**config.mk**
```make
export PLATFORM = sky130hd
export DESIGN_NAME = pc_register
export DESIGN_NICKNAME = d
export VERILOG_FILES = /design/src/rtl/pc_register.sv
export SDC_FILE = /design/constraint.sdc
export NUM_CORES = 1
export LEC_CHECK = 0
export BUFFER_PORTS_ARGS = -buffer_cell sky130_fd_sc_hd__buf_4
export CAP_MARGIN = 10
export CORE_AREA = 2 2 66 68
export CTS_CLUSTER_SIZE = 25
export DETAILED_ROUTE_END_ITERATION = 16
export DIE_AREA = 0 0 68 70
export PLACE_DENSITY = 0.67
export SLEW_MARGIN = 20
export SYNTH_ARGS = -nofsm -noshare
export SYNTH_HDL_FRONTEND = slang
export SYNTH_SLANG_ARGS = --single-unit
export TNS_END_PERCENT = 10
```
**constraint.sdc**
```tcl
create_clock -name i_clk -period 1.65 [get_ports i_clk]
set_input_delay 0.0825 -clock i_clk [delete_from_list [all_inputs] [get_ports i_clk]]
set_output_delay 0.0825 -clock i_clk [all_outputs]
set_load 0.01 [all_outputs]
```
**src/rtl/pc_register.sv**
```systemverilog
`default_nettype none
// ============================================================================
// Module   : pc_register
// Brief    : Program-counter storage register with gated combinational read.
//            Optional macro PC_REGISTER_BYPASS_EN enables write-through forwarding.
// Revision : 1.0  initial release
// ============================================================================
module pc_register #(
    parameter int               WIDTH       = 32,
    parameter logic [WIDTH-1:0] RESET_VALUE = '0
) (
    input  logic             i_clk,
    input  logic             i_rst,
    input  logic [WIDTH-1:0] i_data,
    input  logic             i_readEn,
    input  logic             i_writeEn,
    output logic [WIDTH-1:0] o_data
);

    logic [WIDTH-1:0] pc_q;
    logic [WIDTH-1:0] pc_d;

    // Idle i_data never reaches the register while the write enable is low.
    always_comb begin
        pc_d = pc_q;
        if (i_writeEn) begin
            pc_d = i_data;
        end
    end

    always_ff @(posedge i_clk or posedge i_rst) begin
        if (i_rst) begin
            pc_q <= RESET_VALUE;
        end else begin
            pc_q <= pc_d;
        end
    end

`ifdef PC_REGISTER_BYPASS_EN
    // Forward the incoming address, except while reset holds the register.
    always_comb begin
        o_data = '0;
        if (i_readEn) begin
            if (i_writeEn && !i_rst) begin
                o_data = i_data;
            end else begin
                o_data = pc_q;
            end
        end
    end
`else
    always_comb begin
        o_data = '0;
        if (i_readEn) begin
            o_data = pc_q;
        end
    end
`endif

endmodule
`default_nettype wire

```
==> impl_metrics.env <==
export IMPL_status="finished clean"
export IMPL_largest_reg_flops=32
export IMPL_synth_top_family_by_area="multiplexers"
export IMPL_p_leak_uw=0.001112
export IMPL_row_count=24
export IMPL_p_comb_share_pct=21.4
export IMPL_clock_latency_ns=0.28
export IMPL_clock_power_share_pct=31.8
export IMPL_critPathKind="reg -> out"
export IMPL_nets=209
export IMPL_whs_ns=0.02781
export IMPL_worst_path_buf_inv=1
export IMPL_synth_cell_types=8
export IMPL_cp_slowest_cell="dfrtp_1"
export IMPL_cts_tree="yes"
export IMPL_hold_path_depth=2
export IMPL_critPathRequiredTime_ns=1.57
export IMPL_n_antenna_cell=0
export IMPL_mostFrequentLayoutCell="buf_4"
export IMPL_grt_usage_pct=14.31
export IMPL_p_switching_uw=466.0
export IMPL_cts_resized=0
export IMPL_min_to="pc_q[8]$_DFFE_PP0P_"
export IMPL_reg_largest_list="pc_q: 32 flops"
export IMPL_grt_setup_unrepaired="false"
export IMPL_max_stage_delay_ns=0.39
export IMPL_ys_seq_elements=32
export IMPL_syn_area_um2=1560
export IMPL_die_area_um2=4760
export IMPL_cpLargestDelayFamily="flip-flops"
export IMPL_synth_nets=140
export IMPL_yosysWarnings=0
export IMPL_cap_violations=0
export IMPL_dpl_hpwl_mm=2.177
export IMPL_drc_errors=0
export IMPL_reg2reg_depth=1
export IMPL_syn_area_per_cell_um2=15.00
export IMPL_layout_common_cells="buf_4 (68), and2_1 (32), dfrtp_1 (32)"
export IMPL_syn_inst=104
export IMPL_die_y_um=70
export IMPL_cp_max_fo=2
export IMPL_clk_pin_slew_worst_paths_ns=0.07
export IMPL_clock_tree_root_cell="clkbuf_8"
export IMPL_finalWirelength_mm=3.195
export IMPL_h_tree_depth=2
export IMPL_synth_top_cell_area_share_pct=51.32
export IMPL_viasPerCell=4.504
export IMPL_r2r_start="pc_q[4]$_DFFE_PP0P_"
export IMPL_r2r_end="pc_q[4]$_DFFE_PP0P_"
export IMPL_fin_area_um2=2156
export IMPL_grt_ovfl_total=0
export IMPL_fmax_ghz=0.9528
export IMPL_portBuffers=67
export IMPL_r2r_slack_ns=0.88
export IMPL_synthAdderAreaFrac_pct=0
export IMPL_gp_congestion=0.6578
export IMPL_fin_tns_setup_ns=0
export IMPL_io_pins=68
export IMPL_synth_top_area_cell="dfrtp_1"
export IMPL_vdd_drop_max_mv=0.4462
export IMPL_yosysSeqAreaShare_pct=51.32
export IMPL_core_area_um2=4144
export IMPL_yosys_top_cells_area="dfrtp_1 (51%), mux2_4 (29%), and2_1 (13%)"
export IMPL_fin_crit_ns=1.050
export IMPL_clock_sinks=32
export IMPL_pre_cts_ws_ns=0.5664
export IMPL_layout_setup_ws_ns=0.6004
export IMPL_setup_viol=0
export IMPL_area_delta_synth_final_pct=38.17
export IMPL_p_seq_share_pct=46.8
export IMPL_hold_viol=0
export IMPL_dr_pass1_iters=4
export IMPL_cp_arrival_ns=0.97
export IMPL_drt_iter0_drc=43
export IMPL_cts_max_path_buffers=2
export IMPL_drive_above_1_share_pct=62.07
export IMPL_slew_headroom_pct=62.28
export IMPL_max_slew_worst_pin_slew_ns=0.5658
export IMPL_ant_nets=0
export IMPL_startpoint_type="flop"
export IMPL_grt_start_max_net_pins=33
export IMPL_yosys_area_share_simple_pct=12.83
export IMPL_maxSlewViolCount=0
export IMPL_synth_compound_area_share_pct=0
export IMPL_min_from="i_data[8]"
export IMPL_min_period_over_period_pct=63.61
export IMPL_routed_via_count=1018
export IMPL_floorplan_initialDensity_pct=37.65
export IMPL_grt_first_pass_wirelength_mm=5.023
export IMPL_cts_made_buffers=5
export IMPL_antenna_found_initial=0
export IMPL_endpoint_kind="output pin"
export IMPL_hold_path_class="in -> reg"
export IMPL_wl_per_cell_um=14.14
export IMPL_grt_pass1_vias=1088
export IMPL_die_x_um=68
export IMPL_fin_skew_ns=0
export IMPL_p_sw_share_pct=24.16
export IMPL_dpl_cell_area_um2=2053
export IMPL_regMostFlops="pc_q"
export IMPL_synth_xor_area_share_pct=0
export IMPL_synth_mux_area_share_pct=30.31
export IMPL_p_per_area_nw_per_um2=894.7
export IMPL_internal_power_uw=1463
export IMPL_path_cells="and2_1 > buf_4"
[through the flow]
stage | util (%) | power, µW | std cells
floorplan | - | 1156 | 104
global placement | 49.55 | 1322 | 217
detailed placement | 49.55 | 1332 | 217
CTS | 52.02 | 1961 | 226
global route | 52.02 | 2031 | 226
finish | 52.02 | 1929 | 226
[synthesized netlist by cell type (all sizes together)]
cell and number:
inv 1, dfrtp 32, buf 4, and2 32
clkbuf 3, mux2 32
[kinds of logic after synthesis]
logic type | Yosys count
buffers and inverters | 8
flip-flops | 32
multiplexers | 32
AND/OR/NAND/NOR | 32
[cell type report]
cell class	count	area, µm²
timing repair buffer	69	520.5
multi-input combinational	64	673.1
clock inverter	2	10.01
fill	379	1988
inverter	1	3.754
clock buffer	6	82.58
tap	52	65.06
sequential	32	800.8
[how the worst max path moves through the flow]
| stage | start | endpoint | slack [ns] | cells past startpoint |
|---|---|---|---|---|
| floorplan | i_rst | pc_q[0]$_DFFE_PP0P_ | 0.88 | 1 |
| global placement | i_writeEn | pc_q[11]$_DFFE_PP0P_ | 0.59 | 2 |
| detailed placement | i_writeEn | pc_q[12]$_DFFE_PP0P_ | 0.57 | 2 |
| CTS | pc_q[10]$_DFFE_PP0P_ | o_data[10] | 0.59 | 2 |
| global route | pc_q[30]$_DFFE_PP0P_ | o_data[30] | 0.56 | 2 |
| finish | pc_q[4]$_DFFE_PP0P_ | o_data[4] | 0.60 | 2 |
[power groups by stage]
stage          clock network, µW  registers [µW]  logic [µW]
2_1_floorplan                  0             902         255
3_3_place_gp                   0             912         410
3_5_place_dp                   0             916         416
4_1_cts                      638             902         421
5_1_grt                      674             912         444
6_report                     613             902         413
[metal layers]
layer  part of all wire [%]  track usage [%]
met5                      0                0
met4                    1.8            7.333
met3                    4.9            3.060
met2                     51            22.87
met1                     43            17.85
[what timing repair did]
item                                   CTS  global route
buffers inserted                         0             0
hold buffers                             1             0
endpoints found under the hold margin   32             0
No activity file was read; power rests on OpenSTA's default activity.
